## config.mk

```make
export PLATFORM = sky130hd
export DESIGN_NAME = eth_tx_arb_flat
export DESIGN_NICKNAME = d
export VERILOG_FILES = /design/src/rtl/eth_tx_arb_if.sv /design/src/rtl/eth_tx_arb.sv /design/src/flat_wrapper.sv
export SDC_FILE = /design/constraint.sdc
export NUM_CORES = 1
export LEC_CHECK = 0
export CORE_MARGIN = 8
export CORE_UTILIZATION = 51
export DETAILED_ROUTE_END_ITERATION = 12
export PLACE_DENSITY_LB_ADDON = 0.15
export SYNTH_ARGS = -nofsm -noshare
export SYNTH_HDL_FRONTEND = slang
export SYNTH_SLANG_ARGS = --single-unit
```

## constraint.sdc

```tcl
create_clock -name clk_mac -period 3.9 [get_ports clk_mac]
set_input_delay 0.78 -clock clk_mac [delete_from_list [all_inputs] [get_ports clk_mac]]
set_output_delay 0.78 -clock clk_mac [all_outputs]
set_load 0.02 [all_outputs]
```

## src/rtl/eth_tx_arb_if.sv

```systemverilog
// Byte-stream bundle between NUM_SRC frame sources, the arbiter and the MAC tx port.
// master = the environment (sources + MAC); slave = the arbiter.
interface eth_tx_arb_if #(
    parameter int NUM_SRC = 2
) ();
    logic [NUM_SRC-1:0]   src_vld;
    logic [8*NUM_SRC-1:0] src_dat;
    logic [NUM_SRC-1:0]   src_sof;
    logic [NUM_SRC-1:0]   src_eof;
    logic [NUM_SRC-1:0]   src_err;
    logic [NUM_SRC-1:0]   src_ack;
    logic                 tx_vld;
    logic [7:0]           tx_dat;
    logic                 tx_sof;
    logic                 tx_eof;
    logic                 tx_err;
    logic                 tx_ack;
    logic [NUM_SRC-1:0]   gnt_oh;
    logic [15:0]          abort_cnt;

    modport master (
        output src_vld, src_dat, src_sof, src_eof, src_err, tx_ack,
        input  src_ack, tx_vld, tx_dat, tx_sof, tx_eof, tx_err, gnt_oh, abort_cnt
    );

    modport slave (
        input  src_vld, src_dat, src_sof, src_eof, src_err, tx_ack,
        output src_ack, tx_vld, tx_dat, tx_sof, tx_eof, tx_err, gnt_oh, abort_cnt
    );
endinterface

```

## src/rtl/eth_tx_arb.sv

```systemverilog
// Frame-level round-robin arbiter sharing one MAC tx byte port among NUM_SRC sources,
// with a stall watchdog that aborts a frame and idle-time flushing of orphan bytes.
module eth_tx_arb #(
    parameter int NUM_SRC = 2,
    parameter int TIMEOUT = 1024,
    parameter int CW      = 11
) (
    input  logic         clk_mac,
    input  logic         rst,
    eth_tx_arb_if.slave  bus
);
    localparam int SW = (NUM_SRC > 1) ? $clog2(NUM_SRC) : 1;

    typedef enum logic [1:0] {IDLE, PASS, ABORT} state_t;

    state_t             r_state;
    logic [SW-1:0]      r_gnt;
    logic [SW-1:0]      r_ptr;
    logic [CW-1:0]      r_stall;
    logic [NUM_SRC-1:0] r_gnt_oh;
    logic [15:0]        r_abort_cnt;

    logic [NUM_SRC-1:0] w_cand;
    logic               w_any;
    logic [SW-1:0]      w_sel;
    logic [SW-1:0]      w_gnt_nxt;
    logic               w_g_vld;
    logic [7:0]         w_g_dat;
    logic               w_g_sof;
    logic               w_g_eof;
    logic               w_g_err;

    assign w_cand    = bus.src_vld & bus.src_sof;
    assign w_gnt_nxt = (r_gnt == SW'(NUM_SRC-1)) ? '0 : r_gnt + 1'b1;

    assign w_g_vld = bus.src_vld[r_gnt];
    assign w_g_dat = bus.src_dat[{r_gnt, 3'b000} +: 8];
    assign w_g_sof = bus.src_sof[r_gnt];
    assign w_g_eof = bus.src_eof[r_gnt];
    assign w_g_err = bus.src_err[r_gnt];

    // Scan downward so the candidate closest to the pointer is the last one written.
    always_comb begin
        w_any = 1'b0;
        w_sel = '0;
        for (int k = NUM_SRC-1; k >= 0; k--) begin
            if (w_cand[(int'(r_ptr) + k) % NUM_SRC]) begin
                w_any = 1'b1;
                w_sel = SW'((int'(r_ptr) + k) % NUM_SRC);
            end
        end
    end

    always_comb begin
        bus.tx_vld  = 1'b0;
        bus.tx_dat  = 8'h00;
        bus.tx_sof  = 1'b0;
        bus.tx_eof  = 1'b0;
        bus.tx_err  = 1'b0;
        bus.src_ack = '0;
        if (!rst) begin
            case (r_state)
                IDLE: bus.src_ack = bus.src_vld & ~bus.src_sof;
                PASS: begin
                    bus.tx_vld         = w_g_vld;
                    bus.tx_dat         = w_g_dat;
                    bus.tx_sof         = w_g_sof;
                    bus.tx_eof         = w_g_eof;
                    bus.tx_err         = w_g_err;
                    bus.src_ack[r_gnt] = bus.tx_ack;
                end
                ABORT: begin
                    bus.tx_vld = 1'b1;
                    bus.tx_eof = 1'b1;
                    bus.tx_err = 1'b1;
                end
                default: ;
            endcase
        end
    end

    assign bus.gnt_oh    = rst ? '0 : r_gnt_oh;
    assign bus.abort_cnt = rst ? 16'h0000 : r_abort_cnt;

    always_ff @(posedge clk_mac) begin
        if (rst) begin
            r_state     <= IDLE;
            r_gnt       <= '0;
            r_ptr       <= '0;
            r_stall     <= '0;
            r_gnt_oh    <= '0;
            r_abort_cnt <= 16'h0000;
        end else begin
            case (r_state)
                IDLE: begin
                    if (w_any) begin
                        r_state  <= PASS;
                        r_gnt    <= w_sel;
                        r_gnt_oh <= {{(NUM_SRC-1){1'b0}}, 1'b1} << w_sel;
                        r_stall  <= '0;
                    end
                end
                PASS: begin
                    // A byte arriving on the would-be timeout cycle keeps the frame alive.
                    if (w_g_vld) begin
                        r_stall <= '0;
                        if (bus.tx_ack && w_g_eof) begin
                            r_state  <= IDLE;
                            r_ptr    <= w_gnt_nxt;
                            r_gnt_oh <= '0;
                        end
                    end else if (r_stall == CW'(TIMEOUT-1)) begin
                        r_stall  <= r_stall + 1'b1;
                        r_state  <= ABORT;
                        r_gnt_oh <= '0;
                    end else begin
                        r_stall <= r_stall + 1'b1;
                    end
                end
                ABORT: begin
                    if (bus.tx_ack) begin
                        r_state <= IDLE;
                        r_ptr   <= w_gnt_nxt;
                        if (r_abort_cnt != 16'hFFFF) r_abort_cnt <= r_abort_cnt + 16'd1;
                    end
                end
                default: r_state <= IDLE;
            endcase
        end
    end
endmodule

```

## src/flat_wrapper.sv

```systemverilog
// flat-port wrapper written by rule: the top's interface ports become plain ports
module eth_tx_arb_flat 
#(
    parameter int NUM_SRC = 2,
    parameter int TIMEOUT = 1024,
    parameter int CW      = 11
)
  (clk_mac, rst, bus_src_vld, bus_src_dat, bus_src_sof, bus_src_eof, bus_src_err, bus_tx_ack, bus_src_ack, bus_tx_vld, bus_tx_dat, bus_tx_sof, bus_tx_eof, bus_tx_err, bus_gnt_oh, bus_abort_cnt);
  eth_tx_arb_if #(.NUM_SRC(NUM_SRC)) bus_i ();
  input  logic clk_mac;
  input  logic rst;
  input wire logic [$bits(bus_i.src_vld)-1:0] bus_src_vld;
  input wire logic [$bits(bus_i.src_dat)-1:0] bus_src_dat;
  input wire logic [$bits(bus_i.src_sof)-1:0] bus_src_sof;
  input wire logic [$bits(bus_i.src_eof)-1:0] bus_src_eof;
  input wire logic [$bits(bus_i.src_err)-1:0] bus_src_err;
  input wire logic [$bits(bus_i.tx_ack)-1:0] bus_tx_ack;
  output wire logic [$bits(bus_i.src_ack)-1:0] bus_src_ack;
  output wire logic [$bits(bus_i.tx_vld)-1:0] bus_tx_vld;
  output wire logic [$bits(bus_i.tx_dat)-1:0] bus_tx_dat;
  output wire logic [$bits(bus_i.tx_sof)-1:0] bus_tx_sof;
  output wire logic [$bits(bus_i.tx_eof)-1:0] bus_tx_eof;
  output wire logic [$bits(bus_i.tx_err)-1:0] bus_tx_err;
  output wire logic [$bits(bus_i.gnt_oh)-1:0] bus_gnt_oh;
  output wire logic [$bits(bus_i.abort_cnt)-1:0] bus_abort_cnt;
  assign bus_i.src_vld = bus_src_vld;
  assign bus_i.src_dat = bus_src_dat;
  assign bus_i.src_sof = bus_src_sof;
  assign bus_i.src_eof = bus_src_eof;
  assign bus_i.src_err = bus_src_err;
  assign bus_i.tx_ack = bus_tx_ack;
  assign bus_src_ack = bus_i.src_ack;
  assign bus_tx_vld = bus_i.tx_vld;
  assign bus_tx_dat = bus_i.tx_dat;
  assign bus_tx_sof = bus_i.tx_sof;
  assign bus_tx_eof = bus_i.tx_eof;
  assign bus_tx_err = bus_i.tx_err;
  assign bus_gnt_oh = bus_i.gnt_oh;
  assign bus_abort_cnt = bus_i.abort_cnt;
  eth_tx_arb #(.NUM_SRC(NUM_SRC), .TIMEOUT(TIMEOUT), .CW(CW)) u_core (.clk_mac(clk_mac), .rst(rst), .bus(bus_i));
endmodule
```

-- Yosys cells after proc, flatten, opt, wreduce, memory -nomap -nowiden
Cells that the tools add are included.
- register bits: 33
- latch bits: 0
- bits in writable memories: 0
- memory bits (read-only): 0
- input port bits: 27
- output and inout port bits: 32
- logic and storage cells: 93
- memories: 0
- add/subtract/negate cells: 4
- multipliers: 0
- divide/modulo/power cells: 0
- $lt $le $gt $ge: 4
- equality and inequality tests: 10
- shift-type cells: 2
- multiplexer cells: 51
- bitwise operators: 5
- reductions and logical operators: 11
- operator list (cell ; count):
    $mux 1 ; 27
    $mux 11 ; 2
    $pmux 11 s2 ; 1
    $mux 2 ; 10
    $add 16x1->16 const B ; 1
    $mux 16 ; 1
    $mux 8 ; 2
    $ne 16x16->1 const B ; 1
    $shiftx 16x5->8 ; 1
    $reduce_and 4->1 ; 3
    $add 11x1->11 const B ; 1
    $eq 11x10->1 const B ; 1
    $pmux 1 s2 ; 4
    $pmux 2 s2 ; 2
    $and 2x2->2 ; 3
    $ne 2x1->1 const B ; 3
    $pmux 2 s3 ; 1
    $lt 1x2->1 const B ; 2
    $reduce_and 2->1 ; 2
    $reduce_bool 2->1 ; 2
    $lt 2x3->1 const B ; 1
    $ne 3x1->1 const B ; 1
    $ne 3x3->1 const B ; 1
    $reduce_and 3->1 ; 1
    other kinds (11) ; 13

-- Depth between registers and ports, before layout
- depth after elaboration: 10
- gate-level depth with buffers: 9
- depth with buffers taken out: 6

-- Worst setup path after synthesis
Ideal clock, no wire load.
- path kind: in2out
- start: input port rst
- end: output port bus_src_ack[0]
- data arrival time: 1759 ps
- required time: 3120 ps
- path slack: 1361 ps
- stages: 4
- path buffers: 3
- cell sequence: clkbuf_1 clkbuf_1 buf_1 nor2_1
- longest elaborated chain between the ends: 1
- ends and longest elaborated chain (what ; line ; text):
    from (decl) ; flat_wrapper.sv:11 ; input logic rst;
    $mux 2 ; eth_tx_arb.sv:61 ; if (!rst) begin
    to (decl) ; flat_wrapper.sv:18 ; output wire logic [$bits(bus_i.src_ack)-1:0] bus_src_ack;
No other way between the ends.

-- Final worst setup path
- start: input port bus_src_vld[0]
- end: output port bus_tx_vld
- longest elaborated chain between the ends: 4
- ends and longest elaborated chain (what ; line ; text):
    from (decl) ; flat_wrapper.sv:12 ; input wire logic [$bits(bus_i.src_vld)-1:0] bus_src_vld;
    $mux 1 (implied by the code) (2 in a row) ; eth_tx_arb.sv:36 ; assign w_g_vld = bus.src_vld[r_gnt];
    $pmux 1 s2 ; eth_tx_arb.sv:62 ; case (r_state)
    $mux 1 ; eth_tx_arb.sv:61 ;
    to (decl) ; flat_wrapper.sv:19 ; output wire logic [$bits(bus_i.tx_vld)-1:0] bus_tx_vld;
No other way between the ends. The select of a mux whose other input is x is not followed.

==> metrics.cfg <==
[synthesis]
synth.top_cells.by_area=dfxtp_1 (32%), mux2_2 (9.3%), nor2_1 (6.6%)
yosysSeqAreaShare_pct=32.1
synthArstFlopShare_pct=0
synth_cell_types=41
synth_area_leader_cell=dfxtp_1
synth-edff-count=0
synth_warnings=0
synth.top_cells.by_count=nor2_1 (36), dfxtp_1 (33), a21oi_1 (20)
netlist_instances=257
syn_nets=289
synth_ff_type=dfxtp_1
yosysTopAreaCellShare_pct=32.1
synth_most_common_cell=nor2_1
synth_seq_cells=33
synthesis.area_sq_um=2060
syn_avg_cell_area_sq_um=8.01

[clocking]
clock_latency_ns=0.28
path_clk_slew_ns=0.07
ctsHoldBuffers=0
htreeDepth=2
cts.sinks=33
cts.path.max_buffers=2
cts_root_buf=clkbuf_8
ctsResizeCount=0
post_cts_buffers=0
cts_buffers=5
cts_tree=built

[min_path]
hold_path_class=reg -> reg

[sta]
finalSetupTns_ns=0
finalHoldViolCount=0
worst_pin_slew_ns=0.840
fin_crit_ns=3.14
relSlewSlack_pct=43.6
finalSetupViolations=0
finalCritPeriodShare_pct=80.6
skew_ns=0.00607
max_freq_ghz=0.318
slew_violations=0
rsz0062_at_grt=false

[worst_setup_path]
worstSetupEndpointType=output port
crit_start=bus_src_vld[0]
r2r_start=u_core.r_gnt
crit_fanout=5
r2r_end=u_core.r_state[1]
crit_path_end=bus_tx_vld
timing.reg2reg.setup_slack_ns=1.33
cp.required_ns=3.12
worst-r2r-cell-count=4
startpoint_type=input port
timing.setup.critical_path_class=in -> out
worstPathArrival_ns=2.36

[route]
wl_per_cell_microns=14.5
drt_iter0_markers=114
firstDrtPassIters=4
antenna_left=0
vias_per_cell=5.67
wl_mm=5.25
vias=2047
drc_errors=0

[global_routing]
first_global_vias=1889
grt_first_pass_wirelength_mm=8.61
grt_antenna_before_repair=0
track_usage_pct=16.5
gr-total-overflow=0
grt_max_degree=33

[place]
gp_congestion=0.815
dpl-instance-area_sq_um=2670
dp_cells=354
dp_hpwl_mm=3.88
portBuffers=58

[outcome]
outcome=finished clean

[floorplanning]
num_rows=23
die_w_microns=79.5
die-area_sq_um=6330
ios=59
start_util_pct=52.2
core_region_area_sq_um=3940
die_h_microns=79.5

[finish]
design_area_sq_um=2750
insertedDiodeCount=0
fin_nets=343
nFillCells=337
multi_input_area_sq_um=1300
regArea_sq_um=661
fin_cells=361
area_growth_syn_to_layout_pct=33.6
layout-drive-gt1-share_pct=9.97

[power_and_ir_drop]
peakVddDrop_v=0.000221
p_per_area_nw_per_um2=355
finalPower_mw=0.977
p_leak_nw=0.957

[flow_run]
maxCapViolCount=0

==> logic make-up after synthesis <==
kind of cell | count (synthesis) | synth area share [%]
and+or+nand+nor | 119 | 30.6
AOI/OAI and AO/OA | 44 | 12.9
DFF | 33 | 32.1
muxes | 30 | 16.1
buffers and inverters | 25 | 4.92
adders and majority gates | 5 | 3.04
xor gates and xnor gates | 1 | 0.425
==> registers in the layout (all words and copies together) (netlist names) <==
name,count
u_core.r_abort_cnt,16
u_core.r_gnt,1
u_core.r_gnt_oh,2
u_core.r_ptr,1
u_core.r_stall,11
u_core.r_state,2
==> through the flow <==
step,setup slack [ns],util [%],hold WS (ns)
finish,0.758,69.8,0.474
global route,0.662,69.8,0.524
CTS,0.736,69.8,0.482
detailed placement,0.760,67.6,0.473
global placement,0.773,67.6,0.453
floorplan,1.36,-,0.446
==> cell type report <==
cell class                 instances  area share, %
clock buffer                       7           3.14
inverter                          11           1.50
multi-input combinational        199           47.2
sequential                        33           24.0
tap                               50           2.27
timing repair buffer              61           21.9
==> critical path, stage by stage <==
cell,delay (ns)
clkdlybuf4s50_1,0.50
mux2_4,0.33
a21oi_1,0.16
nor2_1,0.05
clkdlybuf4s50_1,0.54
==> where the power goes <==
group          switching (mW)  internal [mW]  leakage, nW  total [mW]
clock network           0.121          0.140       0.0443       0.261
logic                   0.181          0.151        0.646       0.332
registers              0.0230          0.360        0.267       0.383
==> metal layers <==
layer,share of wire (%),track usage [%],up-vias
li1,-,-,1022
met5,0,0,-
met4,1.2,5.93,0
met1,46,19.7,938
met2,43,26.8,80
met3,9.4,5.63,7
==> how the worst min path moves through the flow <==
stage	from	to	slack (ns)	cells past startpoint
2_1_floorplan	u_core.r_stall[10]	u_core.r_stall[10]	0.45	2
3_3_place_gp	u_core.r_stall[10]	u_core.r_stall[10]	0.45	2
3_5_place_dp	u_core.r_stall[10]	u_core.r_stall[10]	0.47	2
4_1_cts	u_core.r_stall[10]	u_core.r_stall[10]	0.48	2
5_1_grt	u_core.r_stall[10]	u_core.r_stall[10]	0.52	2
6_report	u_core.r_stall[10]	u_core.r_stall[10]	0.47	2
==> placed cells by master, fill, tap and decap left out, types with 2 or more instances in the layout <==
cell / instances
or3_1: 6
clkbuf_8: 6
buf_4: 3
nor2b_1: 17
inv_1: 11
a31oi_1: 3
clkdlybuf4s50_1: 58
nor3_1: 8
o21ai_0: 7
mux2_4: 2
and4_1: 3
nand2_1: 12
nor4_1: 4
nand3_1: 8
a21oi_1: 20
ha_1: 5
nand4_1: 8
or4_1: 4
mux2i_1: 11
mux2_2: 17
dfxtp_1: 33
nor2_1: 36
nand2b_1: 5
a211oi_1: 3
o31ai_1: 4
Power figures use the tool's default switching activity.
